--- src/rtl/uo_sched_pkg.sv ---
// Shared state encoding and constants for the output-pad scheduler.
package uo_sched_pkg;

    localparam int unsigned DEFAULT_DATA_W = 16;
    localparam int unsigned STROBE_BIT     = DEFAULT_DATA_W;

    localparam logic [1:0] ST_IDLE    = 2'd0;
    localparam logic [1:0] ST_SETUP   = 2'd1;
    localparam logic [1:0] ST_STROBE  = 2'd2;
    localparam logic [1:0] ST_RELEASE = 2'd3;

    typedef enum logic [1:0] {
        IDLE    = ST_IDLE,
        SETUP   = ST_SETUP,
        STROBE  = ST_STROBE,
        RELEASE = ST_RELEASE
    } uo_sched_state_e;

endpackage

--- src/rtl/rr_arbiter.sv ---
// Combinational round-robin arbiter: first valid request searching upward
// from the index after last_grant, wrapping at NUM_REQ.
module rr_arbiter #(
    parameter int unsigned NUM_REQ = 4,
    localparam int unsigned IDX_W  = $clog2(NUM_REQ)
) (
    input  logic [NUM_REQ-1:0] req,
    input  logic [IDX_W-1:0]   last_grant,
    output logic [NUM_REQ-1:0] grant,
    output logic [IDX_W-1:0]   grant_idx,
    output logic               any
);

    logic [IDX_W-1:0] cand;

    always_comb begin
        grant     = '0;
        grant_idx = '0;
        any       = 1'b0;
        cand      = '0;
        for (int unsigned i = 1; i <= NUM_REQ; i++) begin
            cand = IDX_W'((32'(last_grant) + i) % NUM_REQ);
            if (!any && req[cand]) begin
                any         = 1'b1;
                grant_idx   = cand;
                grant[cand] = 1'b1;
            end
        end
    end

endmodule

--- src/rtl/uo_pad_scheduler.sv ---
// Shares the output pad bus among internal requesters: round-robin pick,
// data setup delay, then a 4-phase strobe/ack handshake with the host.
module uo_pad_scheduler
    import uo_sched_pkg::*;
#(
    parameter int unsigned NUM_REQ      = 4,
    parameter int unsigned DATA_W       = DEFAULT_DATA_W,
    parameter int unsigned SETUP_CYCLES = 4,
    parameter int unsigned TIMEOUT      = 1024
) (
    input  logic                       clk_i,
    input  logic                       rst_i,
    input  logic [NUM_REQ-1:0]         req_valid_i,
    input  logic [NUM_REQ*DATA_W-1:0]  req_data_i,
    output logic [NUM_REQ-1:0]         req_ready_o,
    input  logic                       ack_pad_i,
    input  logic                       err_clr_i,
    output logic [DATA_W:0]            uo_o,
    output logic                       busy_o,
    output logic [$clog2(NUM_REQ)-1:0] grant_id_o,
    output logic                       timeout_err_o
);

    localparam int unsigned IDX_W = $clog2(NUM_REQ);
    localparam int unsigned SU_W  = (SETUP_CYCLES > 1) ? $clog2(SETUP_CYCLES) : 1;
    localparam int unsigned TO_W  = (TIMEOUT > 0) ? $clog2(TIMEOUT + 1) : 1;
    localparam logic [SU_W-1:0] SU_LAST = SU_W'(SETUP_CYCLES - 1);
    localparam logic [TO_W-1:0] TO_LAST = TO_W'(TIMEOUT - 1);
    localparam logic            TO_EN   = (TIMEOUT != 0);

    logic [1:0]         state_q, state_d;
    logic               ack_meta, ack_s;
    logic [SU_W-1:0]    setup_cnt_q;
    logic [TO_W-1:0]    to_cnt_q;
    logic [DATA_W-1:0]  data_q;
    logic               strobe_q;
    logic               busy_q;
    logic [IDX_W-1:0]   grant_id_q;
    logic [IDX_W-1:0]   last_grant_q;
    logic               err_q;

    logic [NUM_REQ-1:0] arb_grant;
    logic [IDX_W-1:0]   arb_idx;
    logic               arb_any;
    logic [DATA_W-1:0]  win_data;
    logic               accept_c;
    logic               setup_done_c;
    logic               to_expire_c;
    logic               to_set_c;

    rr_arbiter #(
        .NUM_REQ (NUM_REQ)
    ) u_arb (
        .req        (req_valid_i),
        .last_grant (last_grant_q),
        .grant      (arb_grant),
        .grant_idx  (arb_idx),
        .any        (arb_any)
    );

    // Ready is held off during reset so nothing is accepted that would be lost.
    assign accept_c     = (state_q == ST_IDLE) && arb_any && !rst_i;
    assign req_ready_o  = accept_c ? arb_grant : '0;
    assign setup_done_c = (setup_cnt_q == SU_LAST);
    assign to_expire_c  = TO_EN && (to_cnt_q == TO_LAST);

    always_comb begin
        win_data = '0;
        for (int unsigned k = 0; k < NUM_REQ; k++) begin
            if (arb_grant[k]) win_data = req_data_i[k*DATA_W +: DATA_W];
        end
    end

    always_ff @(posedge clk_i) begin
        if (rst_i) state_q <= ST_IDLE;
        else       state_q <= state_d;
    end

    // Next-state logic; a seen ack takes priority over a coincident timeout.
    always_comb begin
        state_d  = state_q;
        to_set_c = 1'b0;
        case (state_q)
            ST_IDLE: begin
                if (arb_any) state_d = ST_SETUP;
            end
            ST_SETUP: begin
                if (setup_done_c) state_d = ST_STROBE;
            end
            ST_STROBE: begin
                if (ack_s) begin
                    state_d = ST_RELEASE;
                end else if (to_expire_c) begin
                    state_d  = ST_RELEASE;
                    to_set_c = 1'b1;
                end
            end
            ST_RELEASE: begin
                if (!ack_s) begin
                    state_d = ST_IDLE;
                end else if (to_expire_c) begin
                    state_d  = ST_IDLE;
                    to_set_c = 1'b1;
                end
            end
            default: state_d = ST_IDLE;
        endcase
    end

    // Two-flop synchronizer for the asynchronous host ack pad.
    always_ff @(posedge clk_i) begin
        if (rst_i) begin
            ack_meta <= 1'b0;
            ack_s    <= 1'b0;
        end else begin
            ack_meta <= ack_pad_i;
            ack_s    <= ack_meta;
        end
    end

    // Timeout count restarts on every state change, so each ack edge gets a full window.
    always_ff @(posedge clk_i) begin
        if (rst_i) begin
            setup_cnt_q <= '0;
            to_cnt_q    <= '0;
        end else begin
            setup_cnt_q <= (state_q == ST_SETUP) ? setup_cnt_q + SU_W'(1) : '0;
            to_cnt_q    <= (state_d != state_q) ? '0 : to_cnt_q + TO_W'(1);
        end
    end

    always_ff @(posedge clk_i) begin
        if (rst_i) begin
            data_q       <= '0;
            strobe_q     <= 1'b0;
            busy_q       <= 1'b0;
            grant_id_q   <= '0;
            last_grant_q <= IDX_W'(NUM_REQ - 1);
            err_q        <= 1'b0;
        end else begin
            if (accept_c) begin
                data_q       <= win_data;
                grant_id_q   <= arb_idx;
                last_grant_q <= arb_idx;
            end
            strobe_q <= (state_d == ST_STROBE);
            busy_q   <= (state_d != ST_IDLE);
            if (to_set_c)       err_q <= 1'b1;
            else if (err_clr_i) err_q <= 1'b0;
        end
    end

    assign uo_o          = {strobe_q, data_q};
    assign busy_o        = busy_q;
    assign grant_id_o    = grant_id_q;
    assign timeout_err_o = err_q;

endmodule

--- config.mk ---
export PLATFORM = sky130hd
export DESIGN_NAME = uo_pad_scheduler
export DESIGN_NICKNAME = d
export VERILOG_FILES = /design/src/rtl/uo_sched_pkg.sv /design/src/rtl/rr_arbiter.sv /design/src/rtl/uo_pad_scheduler.sv
export SDC_FILE = /design/constraint.sdc
export NUM_CORES = 1
export LEC_CHECK = 0
export ABC_AREA = 0
export BUFFER_PORTS_ARGS = -buffer_cell sky130_fd_sc_hd__buf_2
export CAP_MARGIN = 5
export CORE_MARGIN = 1.5
export CORE_UTILIZATION = 55
export DETAILED_ROUTE_END_ITERATION = 6
export GPL_TIMING_DRIVEN = 0
export PLACE_DENSITY_LB_ADDON = 0.08
export SYNTH_ARGS = -nofsm -noshare
export SYNTH_HDL_FRONTEND = slang
export SYNTH_SLANG_ARGS = --single-unit
--- constraint.sdc ---
create_clock -name clk_i -period 4.7 [get_ports clk_i]
set_clock_uncertainty 0.05 [all_clocks]
set_input_delay 0.47 -clock clk_i [delete_from_list [all_inputs] [get_ports clk_i]]
set_output_delay 0.47 -clock clk_i [all_outputs]
set_load 0.01 [all_outputs]
### Word-level counts from Yosys, hierarchy flattened

Cells that the tools add are included.
W data, S select, Z words.

* bits in registers: 40
* bits of input ports: 72
* output and inout bits: 25
* word-level logic and storage cells: 100

* $add $sub $neg: 6
* magnitude comparators: 8
* equality and inequality tests: 7
* multiplexer cells: 46
* bitwise gates (word level): 4
* reduce and logical (&&, ||, !) cells: 18

Operator list (number)
* $mux W16: 4
* $mux W2: 10
* $mux W4: 5
* $mux W1: 17
* $lt A2 B3 Y1 const B: 4
* $or A4 B4 Y4: 3
* $add A11 B1 Y11 const B: 1
* $eq A11 B10 Y1 const B: 1
* $logic_and A1 B1 Y1: 9
* $bmux W1 S2: 4
* $demux W1 S2: 4
* $eq A2 B2 Y1 const B: 4
* $ge A2 B1 Y1 const B: 4
* $pmux W2 S4: 1
* $add A2 B1 Y2 const B: 3
* $add A2 B2 Y2 const B: 2
* $logic_not A1 Y1: 4
* $reduce_bool A2 Y1: 2
* $reduce_or A2 Y1: 2
* $eq A2 B1 Y1 const B: 1
* $logic_not A2 Y1: 1
* $ne A2 B2 Y1: 1
* $pmux W1 S2: 1
* $not A1 Y1: 1

### Logic depth before layout (Yosys ltp)

* word-level depth: 17
* depth in mapped cells: 12
* gate-level depth less buffers: 8

### Hierarchy

From an unflattened synthesis, not the netlist that was laid out.

* cell total of the unflattened synthesis: 330
* area total of the unflattened synthesis: 2731.4 um2

By module, submodules not included
* uo_pad_scheduler: times used 1, cells an instance 244, area an instance 2102.0 um2, sequential area each 800.8 um2
* rr_arbiter: times used 1, cells an instance 86, area an instance 629.4 um2, sequential area each 0.0 um2

### Least setup slack after synthesis

No wires, ideal clock.

* kind: register to output
* from: register last_grant_q[1]
* to: output port req_ready_o[2]
* data arrival time: 2499 ps
* required time: 4180 ps
* path slack: 1681 ps
* stages on the path, launching flop included: 12
* buffers on the path: 4
* cells stage by stage: dfxtp_1 -> buf_2 -> inv_1 -> ha_1 -> clkbuf_1 -> mux4_1 -> nor2b_1 -> a31oi_4 -> or2_1 -> buf_2 -> buf_6 -> and2_1

* longest elaborated chain between the ends: 16
* elaborated cells between the ends (all ways): 52
* classes of those cells: 4 x add/sub; 8 x order compare; 25 x mux; 3 x bitwise; 12 x reduce/logical

RTL lines
* start, declared: line uo_pad_scheduler.sv:39 `logic [IDX_W-1:0] last_grant_q;`
* start signal, assigned: line uo_pad_scheduler.sv:138 `last_grant_q <= IDX_W'(NUM_REQ - 1);`
* start signal, assigned: line uo_pad_scheduler.sv:144 `last_grant_q <= arb_idx;`
* parallel branches: the longest is 15 deep, another holds $lt A2 B3 Y1
* $mux W4 *: line uo_pad_scheduler.sv:63 `assign req_ready_o = accept_c ? arb_grant : '0;`
* end, declared: line uo_pad_scheduler.sv:15 `output logic [NUM_REQ-1:0] req_ready_o,`

Every way passes the cells marked *. The select of a mux whose other input is x is not followed.

### Worst setup path in the final report

Ends and elaborated chain as after synthesis.

==> impl_metrics.yaml <==
outcome:
  status: "completed"
grt:
  grt_max_degree: 13
  grt_usage: 0.263
  grt_antenna_before_repair: 0
  gr-total-overflow: 0
  grt_first_pass_wirelength_mm: 11.7
  grt_pass1_vias: 2568
synth:
  synth_top_area_frac: 0.274
  syn_nets: 406
  synth_compound_area_frac: 0.377
  synth_ff_type: "dfxtp_1"
  synth_most_common_cell: "dfxtp_1"
  synthAdderAreaFrac: 0.0429
  synth_top_cell_by_area: "dfxtp_1"
  synth_top_family_by_area: "compound AO/OA/AOI/OAI gates"
  yosys.area_share.simple: 0.176
  synth_area_um2: 2920
  synth_seq_cells: 40
  synthArstFlopShare: 0
  avgSynthCellArea_um2: 9.01
  netlist_instances: 324
  ys_warn_count: 0
  yosys-top-cells-area: "dfxtp_1 (27%), a221oi_2 (5.1%), a21boi_0 (4.6%), o21bai_1 (4.6%), ha_1 (4.3%)"
  synth.mux.area_fraction: 0.0364
  yosys-top-cells-count: "dfxtp_1 (40), a21oi_1 (23), nor2_1 (23), and2_1 (19)"
  ys_seq_area_frac: 0.274
  synth-edff-count: 0
  synth-xor-area-share: 0.0240
  synth_cell_types: 66
timing:
  grt_setup_unrepaired: "no"
  fmax_ghz: 0.256
  min_period_ps: 3900
  fin_crit_sh: 0.830
  hold_violations: 0
  setup_slack_ps: 799
  max-slew-margin-rel: 0.646
  drv_slew: 0
  finalSetupTns_ps: 0
  worst_pin_slew_ps: 529
  setup_viol: 0
place:
  gp_congestion: 0.839
  portBuffers: 94
  place_hpwl_mm: 5.62
  pre_cts_slack_ps: 1140
routing:
  drtIter0Drc: 163
  wl_per_cell_um: 15.3
  vias_per_cell: 5.86
  totalWireLength_mm: 7.56
  drtPass1Iterations: 5
  vias: 2899
  ant_nets: 0
  drc_errors: 0
clock_network:
  cts_tree: "done"
  cts_setup_buffers: 0
  cts.sinks: 40
  clk_pin_slew_ps: 70
  clockBufferDepth: 2
  ctsHoldBuffers: 0
  cts_resized: 0
  cts_buffers: 5
  root_buffer: "clkbuf_8"
  insertion_delay_ps: 290
  htreeDepth: 2
die:
  core_um2: 5110
  start_util: 0.572
  die_h_um: 75.9
  rows: 26
  fp.dieArea_um2: 5750
  io_pins: 97
  fp.dieW_um: 75.9
critical_path:
  start_kind: "flop"
  required_ps: 4180
  critical_path_arrival_ps: 3380
  worstSetupPathType: "flop to output port"
  timing.rr.end: "data_q[9]"
  rrSetupSlack_ps: 1300
  crit_path_end_kind: "output port"
  rr_startpoint: "last_grant_q[1]"
  crit_fanout: 10
  ff2ff_path_depth: 11
pwr:
  switching_power_mw: 0.624
  combPwrFrac: 0.553
  power.density_nw_per_um2: 418
  p_seq_frac: 0.298
  p_int_mw: 0.864
  p_sw_frac: 0.420
  vdd_drop_max_mv: 0.237
  power.leakage_nw: 1.55
  finalPower_mw: 1.49
  clkPwrFrac: 0.149
worst_hold_path:
  hp-start: "ack_pad_i"
  hold_class: "input port to flop"
  hold_path_depth: 2
  hold_path_end: "ack_meta"
flow_run:
  cap_violations: 0
finish:
  drive_gt1_frac: 0.351
  num-nets-final: 507
  n_antenna_cell: 0
  syn2layout_area_growth_pct: 21.9
  nFillCells: 411
## worst max path at each step
stage                          startpoint             end  slack, ps  cells after the start
final                     last_grant_q[1]  req_ready_o[2]        800                     12
after global routing      last_grant_q[1]  req_ready_o[2]        590                     12
after CTS                 last_grant_q[1]  req_ready_o[2]        810                     12
after detailed placement  last_grant_q[1]  req_ready_o[2]       1140                     12
after global placement    last_grant_q[1]  req_ready_o[2]       1150                     12
after floorplan           last_grant_q[1]  req_ready_o[2]       1680                     11
## through the flow
stage	instances	hold WS (ps)	util	instance area, um^2
after detailed placement	488	376	0.681	3480
after global routing	495	363	0.697	3560
after CTS	495	335	0.697	3560
final	495	348	0.697	3560
after floorplan	324	358	-	2920
after global placement	488	367	0.681	3480
## state kept, by name (all words and copies together), names as in the netlist
register	cells
timeout_err_o	1
to_cnt_q	11
setup_cnt_q	2
grant_id_o	2
data_q	16
strobe_q	1
busy_o	1
state_q	2
last_grant_q	2
ack_s	1
ack_meta	1
## power groups by stage
stage	clock network [mW]	registers [mW]	logic (mW)
2_1_floorplan	0	0.477	0.561
3_3_place_gp	0	0.449	0.802
3_5_place_dp	0	0.450	0.817
4_1_cts	0.231	0.443	0.819
5_1_grt	0.239	0.453	0.902
6_report	0.222	0.443	0.823
## cell type report
class,instances,area (um^2),area share
multi-input combinational,249,1910,0.538
buffer,26,170,0.0478
inverter,9,33.8,0.00949
tap,70,87.6,0.0246
sequential,40,801,0.225
timing repair buffer,94,470,0.132
clock inverter,2,12.5,0.00352
clock buffer,5,68.8,0.0193
## kinds of logic (layout without fill, tap and decap cells)
family	count (synthesis)	in the layout
simple gates	91	91
fa+ha+maj	10	10
xor+xnor	8	8
buf+inv	35	136
compound gates	134	134
mux	6	6
flops	40	40
## cells in the final DEF (no fill, tap or decap), types with 4 or more instances in the layout
cell type,netlist,final
o21ai_1,11,11
dfxtp_1,40,40
nand3_1,6,6
ha_1,10,10
and2_1,19,19
nor3b_1,5,5
xor2_1,6,6
a21boi_0,18,18
a2111oi_1,8,8
buf_2,10,104
o21ai_0,8,8
nor2b_1,4,4
inv_1,8,8
o21bai_1,18,18
nand2_1,7,7
buf_4,4,4
clkbuf_1,6,6
a21oi_1,23,23
nor2_1,23,23
clkbuf_8,0,5
nor3_1,4,4
a221oi_1,7,7
a2111oi_0,7,7
buf_6,6,6
a221oi_2,10,10
## critical path, cell delays in order (launching register included)
cell and delay [ps]:
dfxtp_1 410, buf_2 250, inv_1 160, ha_1 300, clkbuf_1 260, mux4_1 450, nor2b_1 210, a31oi_4 270
or2_1 140, buf_2 190, buf_6 170, and2_1 130, buf_2 130
## per-layer routing
layer	global-route usage	wire (um)	up-vias
met5	0	0	-
met4	0.0813	132	0
met1	0.344	3390	1336
li1	-	-	1426
met3	0.0529	501	17
met2	0.436	3530	120
Note: power is estimated with default switching activity, not from simulation.
